**config.mk**
```make
export PLATFORM = sky130hd
export DESIGN_NAME = life_gen_updater
export DESIGN_NICKNAME = d
export VERILOG_FILES = /design/src/rtl/life_gen_updater.sv
export SDC_FILE = /design/constraint.sdc
export NUM_CORES = 1
export LEC_CHECK = 0
export BUFFER_PORTS_ARGS = -buffer_cell sky130_fd_sc_hd__buf_4
export CORE_MARGIN = 2
export CORE_UTILIZATION = 40
export CTS_BUF_LIST = sky130_fd_sc_hd__clkbuf_4 sky130_fd_sc_hd__clkbuf_8
export CTS_CLUSTER_SIZE = 12
export DETAILED_ROUTE_END_ITERATION = 12
export GPL_TIMING_DRIVEN = 1
export PLACE_DENSITY = 0.61
export SLEW_MARGIN = 40
export SYNTH_ARGS = -nofsm -noshare
export SYNTH_HDL_FRONTEND = slang
export SYNTH_SLANG_ARGS = --single-unit
```
**constraint.sdc**
```tcl
create_clock -name clk -period 7.5 [get_ports clk]
set_input_delay 0.375 -clock clk [delete_from_list [all_inputs] [get_ports clk]]
set_output_delay 0.375 -clock clk [all_outputs]
set_load 0.02 [all_outputs]
```
**src/rtl/life_gen_updater.sv**
```systemverilog
// Game-of-Life generation updater: walks the board via the traverser, reads each 3x3
// neighbourhood and writes the next state. Define LIFE_WRAP_EN for a toroidal board.
module life_gen_updater #(
    parameter int MAP_WIDTH  = 8,
    parameter int MAP_HEIGHT = 8
) (
    input  logic       clk,
    input  logic       rst,
    input  logic       start,
    input  logic [7:0] addrC,
    input  logic [7:0] addrR,
    input  logic       finish,
    output logic       enable,
    output logic       rd_en,
    output logic [7:0] rd_addrC,
    output logic [7:0] rd_addrR,
    input  logic       rd_data,
    output logic       wr_en,
    output logic [7:0] wr_addrC,
    output logic [7:0] wr_addrR,
    output logic       wr_data,
    output logic       busy,
    output logic       gen_done
);

    typedef enum logic [2:0] {IDLE, LATCH, READ, DRAIN, WRITE, STEP, DONE} state_t;

    localparam logic [7:0] COL_MAX = 8'(MAP_WIDTH - 1);
    localparam logic [7:0] ROW_MAX = 8'(MAP_HEIGHT - 1);

    state_t     state_q, state_d;
    logic [3:0] k_q, k_d;
    logic [7:0] cc_q, cc_d, cr_q, cr_d;
    logic       last_q, last_d;
    logic [3:0] cnt_q, cnt_d;
    logic       self_q, self_d;
    logic       pend_q, pend_self_q;

    logic       enable_q, rd_en_q, wr_en_q, wr_data_q, busy_q, gen_done_q;
    logic [7:0] rd_addrC_q, rd_addrR_q, wr_addrC_q, wr_addrR_q;

    logic       rd_en_d, wr_data_d;
    logic [1:0] dr_sel, dc_sel;
    logic [7:0] nc, nr;
    logic       col_ok, row_ok;

    always_comb begin
        state_d = state_q;
        k_d     = k_q;
        cc_d    = cc_q;
        cr_d    = cr_q;
        last_d  = last_q;
        cnt_d   = cnt_q;
        self_d  = self_q;
        // Read data lags its strobe by one cycle, so accumulation trails the READ index.
        if (pend_q) begin
            if (pend_self_q) self_d = rd_data;
            else             cnt_d  = cnt_q + {3'b000, rd_data};
        end
        case (state_q)
            IDLE:  if (start) state_d = LATCH;
            LATCH: begin
                cc_d    = addrC;
                cr_d    = addrR;
                last_d  = finish;
                cnt_d   = '0;
                self_d  = 1'b0;
                k_d     = '0;
                state_d = READ;
            end
            READ: begin
                if (k_q == 4'd8) state_d = DRAIN;
                else             k_d     = k_q + 4'd1;
            end
            DRAIN: state_d = WRITE;
            WRITE: state_d = last_q ? DONE : STEP;
            STEP:  state_d = LATCH;
            DONE:  state_d = IDLE;
            default: state_d = IDLE;
        endcase
    end

    always_comb begin
        case (k_d)
            4'd0, 4'd1, 4'd2: dr_sel = 2'd0;
            4'd3, 4'd4, 4'd5: dr_sel = 2'd1;
            default:          dr_sel = 2'd2;
        endcase
        case (k_d)
            4'd0, 4'd3, 4'd6: dc_sel = 2'd0;
            4'd1, 4'd4, 4'd7: dc_sel = 2'd1;
            default:          dc_sel = 2'd2;
        endcase
    end

    // Neighbour coordinates for the read issued next cycle; border handling is build-selected.
    always_comb begin
        nc     = cc_d;
        col_ok = 1'b1;
        case (dc_sel)
            2'd0: begin
                if (cc_d == '0) begin
`ifdef LIFE_WRAP_EN
                    nc = COL_MAX;
`else
                    nc     = '0;
                    col_ok = 1'b0;
`endif
                end else nc = cc_d - 8'd1;
            end
            2'd2: begin
                if (cc_d == COL_MAX) begin
                    nc = '0;
`ifndef LIFE_WRAP_EN
                    col_ok = 1'b0;
`endif
                end else nc = cc_d + 8'd1;
            end
            default: nc = cc_d;
        endcase
    end

    always_comb begin
        nr     = cr_d;
        row_ok = 1'b1;
        case (dr_sel)
            2'd0: begin
                if (cr_d == '0) begin
`ifdef LIFE_WRAP_EN
                    nr = ROW_MAX;
`else
                    nr     = '0;
                    row_ok = 1'b0;
`endif
                end else nr = cr_d - 8'd1;
            end
            2'd2: begin
                if (cr_d == ROW_MAX) begin
                    nr = '0;
`ifndef LIFE_WRAP_EN
                    row_ok = 1'b0;
`endif
                end else nr = cr_d + 8'd1;
            end
            default: nr = cr_d;
        endcase
    end

    always_comb begin
        rd_en_d   = (state_d == READ) & col_ok & row_ok;
        wr_data_d = (state_d == WRITE) &
                    ((cnt_d == 4'd3) | (self_d & (cnt_d == 4'd2)));
    end

    always_ff @(posedge clk or posedge rst) begin
        if (rst) begin
            state_q     <= IDLE;
            k_q         <= '0;
            cc_q        <= '0;
            cr_q        <= '0;
            last_q      <= 1'b0;
            cnt_q       <= '0;
            self_q      <= 1'b0;
            pend_q      <= 1'b0;
            pend_self_q <= 1'b0;
            enable_q    <= 1'b0;
            rd_en_q     <= 1'b0;
            rd_addrC_q  <= '0;
            rd_addrR_q  <= '0;
            wr_en_q     <= 1'b0;
            wr_addrC_q  <= '0;
            wr_addrR_q  <= '0;
            wr_data_q   <= 1'b0;
            busy_q      <= 1'b0;
            gen_done_q  <= 1'b0;
        end else begin
            state_q     <= state_d;
            k_q         <= k_d;
            cc_q        <= cc_d;
            cr_q        <= cr_d;
            last_q      <= last_d;
            cnt_q       <= cnt_d;
            self_q      <= self_d;
            pend_q      <= rd_en_q;
            pend_self_q <= rd_en_q & (k_q == 4'd4);
            enable_q    <= (state_d == STEP);
            rd_en_q     <= rd_en_d;
            rd_addrC_q  <= rd_en_d ? nc : '0;
            rd_addrR_q  <= rd_en_d ? nr : '0;
            wr_en_q     <= (state_d == WRITE);
            wr_addrC_q  <= (state_d == WRITE) ? cc_d : '0;
            wr_addrR_q  <= (state_d == WRITE) ? cr_d : '0;
            wr_data_q   <= wr_data_d;
            busy_q      <= (state_d != IDLE);
            gen_done_q  <= (state_d == DONE);
        end
    end

    assign enable   = enable_q;
    assign rd_en    = rd_en_q;
    assign rd_addrC = rd_addrC_q;
    assign rd_addrR = rd_addrR_q;
    assign wr_en    = wr_en_q;
    assign wr_addrC = wr_addrC_q;
    assign wr_addrR = wr_addrR_q;
    assign wr_data  = wr_data_q;
    assign busy     = busy_q;
    assign gen_done = gen_done_q;

endmodule

```
Yosys cells after proc, flatten, opt, wreduce, memory -nomap -nowiden
Index checks and enable logic that the tools add are counted.
Widths: inputs -> output; s select.
- bits in registers: 69
- output and inout bits: 38
- input bits: 21
- logic and storage cells: 98
- add/subtract/negate cells: 6
- reductions and logical operators: 11
- mux-type cells: 32
- bitwise gates (word level): 6
- eq/ne operators: 24
- operators by type and width (operator ; count):
    $mux 8 ; 10
    $pmux 8 s2 ; 2
    $eq 4x3->1 const B ; 5
    $pmux 3 s6 ; 1
    $add 8x1->8 const B ; 2
    $eq 4x2->1 const B ; 4
    $eq 8x3->1 const B ; 2
    $logic_not 8->1 ; 2
    $mux 4 ; 4
    $sub 8x1->8 const B ; 2
    $eq 3x3->1 const B ; 5
    $reduce_or 3->1 ; 4
    $eq 3x2->1 const B ; 3
    $pmux 2 s2 ; 2
    $pmux 4 s2 ; 1
    $mux 1 ; 7
    $mux 3 ; 2
    $and 1x1->1 ; 5
    $add 4x1->4 ; 1
    $add 4x1->4 const B ; 1
    $eq 2x2->1 const B ; 2
    $eq 4x1->1 const B ; 1
    $eq 4x4->1 const B ; 1
    $logic_not 2->1 ; 2
    7 further kinds ; 8

Longest topological paths before layout
Gate-level depths: netlist of the first run.
- word-level depth: 11
- mapped depth: 15
- depth with buffers taken out: 10

Least setup slack after synthesis of the first run
No wires, ideal clock.
- kind: reg-to-reg
- from: register state_q[1]
- to: register rd_addrR_q[1] (netlist: rd_addrR[1])
- setup slack: 4.233 ns
- data required time: 7.354 ns
- cell stages (with the launch flop): 15
- buffers on the path: 6
- library setup time: 0.146 ns
- arrival time: 3.121 ns
- period minus slack after synthesis: 3.267 ns
- cells stage by stage: dfrtp_1 buf_6 buf_8 nor3b_4 buf_6 buf_4 buf_2 mux2i_1 inv_1 ha_1 inv_1 or4_4 o221ai_4 buf_8 a211oi_2
- elaborated cells between the ends (all ways): 49
- those cells by class: add/sub (2); eq/ne (17); mux (18); bitwise (2); reduce/logical (10)
- RTL lines (element ; RTL line ; text):
    from (decl) ; 31 ; state_t state_q, state_d;
    from (signal assigned) ; 177 ; state_q <= state_d;
    $eq 3x1->1 * ; 60 ; case (state_q)
    $mux 8 * ; 60 ;
    named net cc_d[0] ; 33 ; logic [7:0] cc_q, cc_d, cr_q, cr_d;
    $eq 8x3->1 / $logic_not 8->1 (equally long branches) ; 112, 102 ;
    $mux 1, on equally long branches ; 112, 102 ;
    $pmux 1 s2 * ; 100 ; case (dc_sel)
    $and 1x1->1 * (2 in series) ; 150 ; rd_en_d = (state_d == READ) & col_ok & row_ok;
    $mux 8 * ; 189 ; rd_addrR_q <= rd_en_d ? nr : '0;
    to (signal assigned) ; 189 ;
    to (decl) ; 40 ; logic [7:0] rd_addrC_q, rd_addrR_q, wr_addrC_q, wr_addrR_q;
Mark *: on every way through the listed nets, which the timed path passes. The rest lies on a longest branch.
A chain may end at the register's enable or synchronous reset.

Worst setup path in the final report of the first run
- from: register state_q[0]
- to: register rd_addrC_q[1] (netlist: rd_addrC[1])
- elaborated cells between the ends (all ways): 49
- those cells by class: add/sub (2); eq/ne (17); mux (18); bitwise (2); reduce/logical (10)
- RTL lines (element ; RTL line ; text):
    $eq 3x1->1 * ; 60 ;
    $mux 8 * ; 60 ;
    named net cr_d[0] ; 33 ;
    $eq 8x3->1 / $logic_not 8->1 (equally long branches) ; 138, 128 ;
    $mux 1, on equally long branches ; 138, 128 ;
    $pmux 1 s2 * ; 126 ; case (dr_sel)
    $and 1x1->1 * ; 150 ;
    $mux 8 * ; 188 ; rd_addrC_q <= rd_en_d ? nc : '0;
    to (signal assigned) ; 188 ;
    to (decl) ; 40 ;
Marks and branches as above.

==> run metrics, run 1 <==
Avg WL per Cell about 17 µm; Clock Pin Slew Worst Setup and Hold Paths about 0.080 ns; Crit Path Max Fanout 21; root buf cell clkbuf_8; RePlAce Congestion just over 0.9; Worst VDD drop 0.187 mV; crit path time final around 4.1 ns; worst r2r path cells 9; Fin Setup TNS 0 ns; Final setup viols 0; Seq/Total Area, Yosys between 40% and 50%; actual slew at the worst max-slew pin 0.758 ns; main flop type after synthesis dfrtp_1; clock tree sinks 69; most common cell after layout, fill and taps aside dfrtp_1; DR iter-0 viols 270; Initial Util just over 40%; Yosys top cell area share between 40% and 50%; Crit path depth 9; Seq pwr share between 20 and 30%; overflow left after global routing 0; Slowest-stage cell, CP dfrtp_1; CTS Buffer Depth 2; Worst Skew around 0.011 ns; Unique masters post-synth 69; DIE HEIGHT 103 µm; Cells after Synth 395; synthesized area between 3000 and 4000 µm²; final worst-path cycle share around 55%; area grow syn2layout 18.4%; Core ar. around 9600 µm²; worst min-delay path class in -> async; final wirelength between 10 and 15 mm; layout cells sized above 1 between 20% and 30%; crit-path cells nor3b_4, buf_4, mux2i_1, inv_1, ha_1, o21ai_0, o221a_2, o221ai_4, a2111oi_2; hold buffer count at cts 0; post_cts resized 0; Worst slew margin 49.5%; CTS buffer count 9; Power Dens Cells 471 nW/µm²; Max stage delay on crit path 0.69 ns; first-pass GRT wire length 16.3 mm; sw power around 1.0 mW; die area approximately 11000 µm²; setup bufs post-CTS 0; post-synthesis register bit count 69; Post-route DRC 0; ANT cells 0; Worst-Skew Late Latency 0.34 ns; # Max-Cap Violations 0; Startpoint Class flop; Ys Warns 0; PortBufs 58; Routed Antenna Nets 0; critical path required time 7.74 ns; RSZ-0062 raised after global routing no; cell-internal power around 1.1 mW; Comb pwr share between 50% and 60%; Crit. End Element flop; vias in the first global route between 3000 and 4000; outcome completed; final hold violations 0; Achievable Freq ~0.24 GHz; final net count 482; Buf/Inv on CP 2; Post-synth EDFFs 0; routed via count 3259; CTS tree done; data arrival time of the critical path between 4 and 5 ns; I/O pin count between 50 and 60; width of the chip around 100 µm; commonest cells after routing, fill and taps aside 69 x dfrtp_1, 59 x buf_4, 39 x nor2_1; total track usage ~20%; Pre-antenna DRT Iters 5; H-tree Lvls 3; cell accounting for the most synthesized area dfrtp_1; Avg Cell Area, Syn 9.93 µm²; antenna violations before repair 0; Crit Path Category reg -> reg; dominant cells by area after synthesis dfrtp_1 44%, mux2i_1 5.6%, nor2_1 3.7%; syn nets roughly 430; Static Leak around 2.2 nW; largest net degree at the start of global routing 70; Slew Viols, Final 0; Net Sw Frac a little under half; Crit path max-delay family compound AO/OA/AOI/OAI gates; mean number of vias per cell around 5.5; DP Wirelength 7.07 mm; fin util 48.2%; async set-reset flop share out of synthesis 100%; clock share of power 16.1%; row count 36
==> per-stage QoR <==
stage / hold slack, ns / instances / instance area (µm²) / power, mW / worst slack (ns)
finish: 0.183 / 589 / 4640 / 2.19 / 3.41
global route: 0.251 / 589 / 4640 / 2.35 / 3.08
CTS: 0.211 / 589 / 4640 / 2.18 / 3.46
detailed placement: 0.403 / 573 / 4410 / 1.82 / 3.47
global placement: 0.404 / 573 / 4410 / 1.81 / 3.64
floorplan: 0.459 / 395 / 3920 / 1.53 / 4.23
==> cell usage after synthesis, types with 3 or more instances <==
cell type,n
nand2_1,28
buf_6,4
o32ai_1,3
nand3_1,9
o21ai_0,14
and3_1,5
inv_1,27
o2bb2ai_1,4
a221oi_1,5
nor4b_1,3
a21oi_2,8
nor3_1,14
nor4_1,6
nand4_1,3
a211oi_1,4
a31oi_1,3
nor2_1,39
dfrtp_1,69
or3_1,7
o211ai_1,4
xnor2_1,6
buf_2,3
nor2b_1,7
ha_1,10
o21a_1,5
a211o_1,3
nand2b_1,4
buf_8,3
a21oi_1,13
a211oi_2,3
mux2i_1,22
and2_1,3
==> registers in the layout, summed over array words and instances (netlist names) <==
register	flops
busy	1
cc_q	8
cnt_q	4
cr_q	8
enable	1
gen_done	1
k_q	4
last_q	1
pend_q	1
pend_self_q	1
rd_addrC	8
rd_addrR	8
rd_en	1
self_q	1
state_q	3
wr_addrC	8
wr_addrR	8
wr_data	1
wr_en	1
==> power by group through the flow <==
| stage | logic [mW] | clock network [mW] | registers (mW) |
|---|---|---|---|
| after floorplan | 0.898 | 0 | 0.636 |
| after global placement | 1.19 | 0 | 0.614 |
| after detailed placement | 1.21 | 0 | 0.615 |
| after CTS | 1.21 | 0.359 | 0.610 |
| after global routing | 1.34 | 0.379 | 0.630 |
| final | 1.22 | 0.352 | 0.613 |
==> worst register-to-register path, delay by kind of cell, from the launching register on <==
family	cells	cell delay, ns
AO/OA/AOI/OAI	4	1.12
adder cells (fa/ha/maj)	1	0.31
flip-flops	1	0.69
multiplexers	1	0.50
buffers and inverters	2	0.66
AND/OR/NAND/NOR	1	0.69
==> area by class of cell <==
class	count	area [µm²]
Inverter	29	109
Clock inverter	6	93.8
Tap cell	133	166
Fill cell	937	4990
Timing Repair Buffer	60	454
Sequential cell	69	1730
Clock buffer	10	138
Multi-Input combinational cell	282	1960
==> logic make-up after synthesis <==
logic type | synth area share, %
simple gates | 20.1
compound gates | 18.2
flops | 44.0
buf+inv | 6.16
mux | 6.54
fa+ha+maj | 3.19
xor+xnor | 1.79
==> final timing paths <==
check	start	endpoint	slack (ns)
hold / removal	rst	wr_addrC[7]	0.18
setup / recovery	state_q[0]	rd_addrC[1]	3.41
setup reg to reg	state_q[0]	rd_addrC[1]	3.41
hold reg to reg	rd_en	pend_q	0.42
min in group clk	finish	last_q	0.23
max in group asynchronous	rst	rd_addrR[7]	6.88
==> metal layers <==
metal	GRT usage (%)	up-vias	share of wire [%]
li1	-	1556	-
met1	29.9	1571	48
met2	29.9	120	45
met3	3.12	12	5.3
met4	6.48	0	1.2
met5	0	-	0
(Power assumes the default switching activity.)
==> run 2: changes to the inputs <==
--- a/config.mk
+++ b/config.mk
@@ -5,6 +5,7 @@
 export SDC_FILE = /design/constraint.sdc
 export NUM_CORES = 1
 export LEC_CHECK = 0
+export ABC_AREA = 1
 export BUFFER_PORTS_ARGS = -buffer_cell sky130_fd_sc_hd__buf_4
 export CORE_MARGIN = 2
 export CORE_UTILIZATION = 40
@@ -12,7 +13,7 @@
 export CTS_CLUSTER_SIZE = 12
 export DETAILED_ROUTE_END_ITERATION = 12
 export GPL_TIMING_DRIVEN = 1
-export PLACE_DENSITY = 0.61
+export PLACE_DENSITY = 0.64
 export SLEW_MARGIN = 40
 export SYNTH_ARGS = -nofsm -noshare
 export SYNTH_HDL_FRONTEND = slang
==> constraint.sdc (replaced) <==
create_clock -name clk -period 3.4 [get_ports clk]
set_input_delay 0.17 -clock clk [delete_from_list [all_inputs] [get_ports clk]]
set_output_delay 0.17 -clock clk [all_outputs]
set_load 0.02 [all_outputs]
==> run metrics, run 2 <==
outcome completed (unchanged); Post-synth top cells 146 x nand2_1, 69 x dfrtp_1, 61 x inv_1 (was 69 x dfrtp_1, 39 x nor2_1, 28 x nand2_1); root buf cell clkbuf_8 (unchanged); Worst Skew 0.0182 ns (was 0.0115 ns); worst r2r src state_q[2] (was state_q[0]); Routed Antenna Nets 0 (unchanged); layout cells sized above 1 24.6% (was 23.5%); H-tree Lvls 3 (unchanged); critical path required time 3.68 ns (was 7.74 ns); Post-synth EDFFs 0 (unchanged); Hold Path Origin finish; Post-route DRC 0 (unchanged); row count 36 (unchanged); syn nets 539 (was 426); cell accounting for the most synthesized area dfrtp_1 (unchanged); CP startpoint state_q[2] (was state_q[0]); PortBufs 58 (unchanged); Core ar. 9680 µm² (was 9640 µm²); Startpoint Class flop (unchanged); largest net degree at the start of global routing 55 (was 70); overflow left after global routing 0 (unchanged); actual slew at the worst max-slew pin 0.683 ns (was 0.758 ns); Clock Pin Slew Worst Setup and Hold Paths 0.08 ns (about the same); post-synthesis register bit count 69 (unchanged); commonest cells after routing, fill and taps aside 146 x nand2_1, 69 x dfrtp_1, 60 x inv_1, 60 x buf_4, 53 x nor2_1 (was 69 x dfrtp_1, 59 x buf_4, 39 x nor2_1); dominant cells by area after synthesis dfrtp_1 44%, nand2_1 14%, nand3_1 6.2% (was dfrtp_1 44%, mux2i_1 5.6%, nor2_1 3.7%); mean number of vias per cell 4.80 (was 5.53); final worst-path cycle share 83.9% (was 54.5%); DP Wirelength 7.15 mm (was 7.07 mm); crit path time final 2.85 ns (was 4.09 ns); Crit. End Element flop (unchanged); Ys Warns 0 (unchanged); antenna violations before repair 0 (unchanged); data arrival time of the critical path 3.13 ns (was 4.33 ns); Avg Cell Area, Syn 7.81 µm² (was 9.93 µm²); worst min-delay path class in -> reg (was in -> async); setup bufs post-CTS 0 (unchanged); final hold violations 0 (unchanged); Crit Path Max Fanout 44 (was 21); async set-reset flop share out of synthesis 100% (unchanged); Avg WL per Cell 13.8 µm (was 17.1 µm); synthesized area 3970 µm² (was 3920 µm²); Final setup viols 0 (unchanged); Yosys top cell area share 43.5% (was 44.0%); Unique masters post-synth 34 (was 69); Slew Viols, Final 0 (unchanged); I/O pin count 59 (unchanged); final net count 604 (was 482); Worst-Skew Late Latency 0.36 ns (was 0.34 ns); CTS buffer count 9 (unchanged); DR iter-0 viols 126 (was 270); RePlAce Congestion 0.909 (was 0.926); total track usage 18.8% (was 20.0%); vias in the first global route 3284 (was 3097); Initial Util 41.0% (was 40.7%); first-pass GRT wire length 16.1 mm (was 16.3 mm); width of the chip 104 µm (was 103 µm); DIE HEIGHT 104 µm (was 103 µm); clock tree sinks 69 (unchanged); RSZ-0062 raised after global routing no (unchanged); Pre-antenna DRT Iters 4 (was 5); Achievable Freq 0.351 GHz (was 0.245 GHz); area grow syn2layout 19.9% (was 18.4%); # Max-Cap Violations 0 (unchanged); Worst slew margin 54.4% (was 49.5%); Crit Path Category reg -> reg (unchanged); routed via count 3411 (was 3259); most common cell in the synthesized netlist nand2_1 (was dfrtp_1); Cells after Synth 508 (was 395); ANT cells 0 (unchanged); most common cell after layout, fill and taps aside nand2_1 (was dfrtp_1); CTS Buffer Depth 2 (unchanged); die area 10700 µm² (was 10600 µm²); Fin Setup TNS 0 ns (unchanged); main flop type after synthesis dfrtp_1 (unchanged); CTS tree done (unchanged); Seq/Total Area, Yosys 43.5% (was 44.0%); final wirelength 9.81 mm (was 10.1 mm)
-- run 2: cell count changes after synthesis, sizes merged, moves of 9 or more --
cell   change
nand2    +135
inv       +40
nor3      -11
a21oi     -19
xor2       +9
mux2i     -23
nand3     +47
nor2      +29
o21ai     +14
-- run 2: final timing paths --
kind                                to  slack (ns)  depth (start not counted)
setup / recovery           rd_addrC[4]        0.55                         12
hold / removal                  last_q        0.04                          3
setup reg to reg           rd_addrC[4]        0.55                         12
hold reg to reg                 pend_q        0.45                          0
max in group asynchronous  pend_self_q        2.31                          4
min in group asynchronous  wr_addrC[1]        0.47                          3
-- run 2: cells by family after synthesis --
kind of cell	share of synthesized area (%)
buffers and inverters	8.23
adders and majority gates	3.15
xor gates and xnor gates	2.65
AOI/OAI and AO/OA	5.90
DFF	43.5
and+or+nand+nor	36.5
-- run 2: per-stage QoR --
step / worst slack (ns) / hold WS, ns / instances / instance area [µm²] / utilization [%]
global placement: 0.677 / 0.397 / 694 / 4520 / 46.7
floorplan: 1.16 / 0.291 / 508 / 3970 / -
CTS: 0.521 / 0.0282 / 711 / 4750 / 49.1
detailed placement: 0.550 / 0.329 / 694 / 4520 / 46.7
finish: 0.547 / 0.0378 / 711 / 4750 / 49.1
global route: 0.207 / 0.0220 / 711 / 4750 / 49.1
-- run 2: layout make-up --
type / count / area [µm²]
fillers: 960 / 4930
multi-input cells: 362 / 1910
flip-flops and latches: 69 / 1730
repair buffers: 61 / 460
inverters: 70 / 265
well taps: 133 / 166
clock buffers: 9 / 124
clock inverters: 7 / 98.8
-- run 2: critical path, stage by stage, from the launching register on --
cell and delay, ns:
dfrtp_1 0.39, inv_2 0.22, nand3_4 0.48, o21ai_2 0.45, inv_1 0.12, ha_1 0.21, nand2_1 0.11, inv_1 0.07
nand2_1 0.07, o21ai_1 0.08, nand3_2 0.11, nand3_4 0.25, nor2_1 0.18
-- run 2: metal layers --
metal | share of wire [%] | vias up | GRT usage (%)
met5 | 0 | - | 0
met4 | 1.1 | 0 | 5.60
met3 | 4.3 | 8 | 4.34
met2 | 50 | 81 | 31.8
met1 | 45 | 1603 | 24.2
li1 | - | 1719 | -
-- run 2: timing repair --
item / CTS / global route
setup endpoints to repair: 0 / 0
resized for setup: 0 / 0
endpoints found under the hold margin: 52 / 0
hold buffers: 1 / 0
Power of run 2 is not shown: default switching activity piles up to over one toggle a cycle in this logic, so the estimate is an artifact.
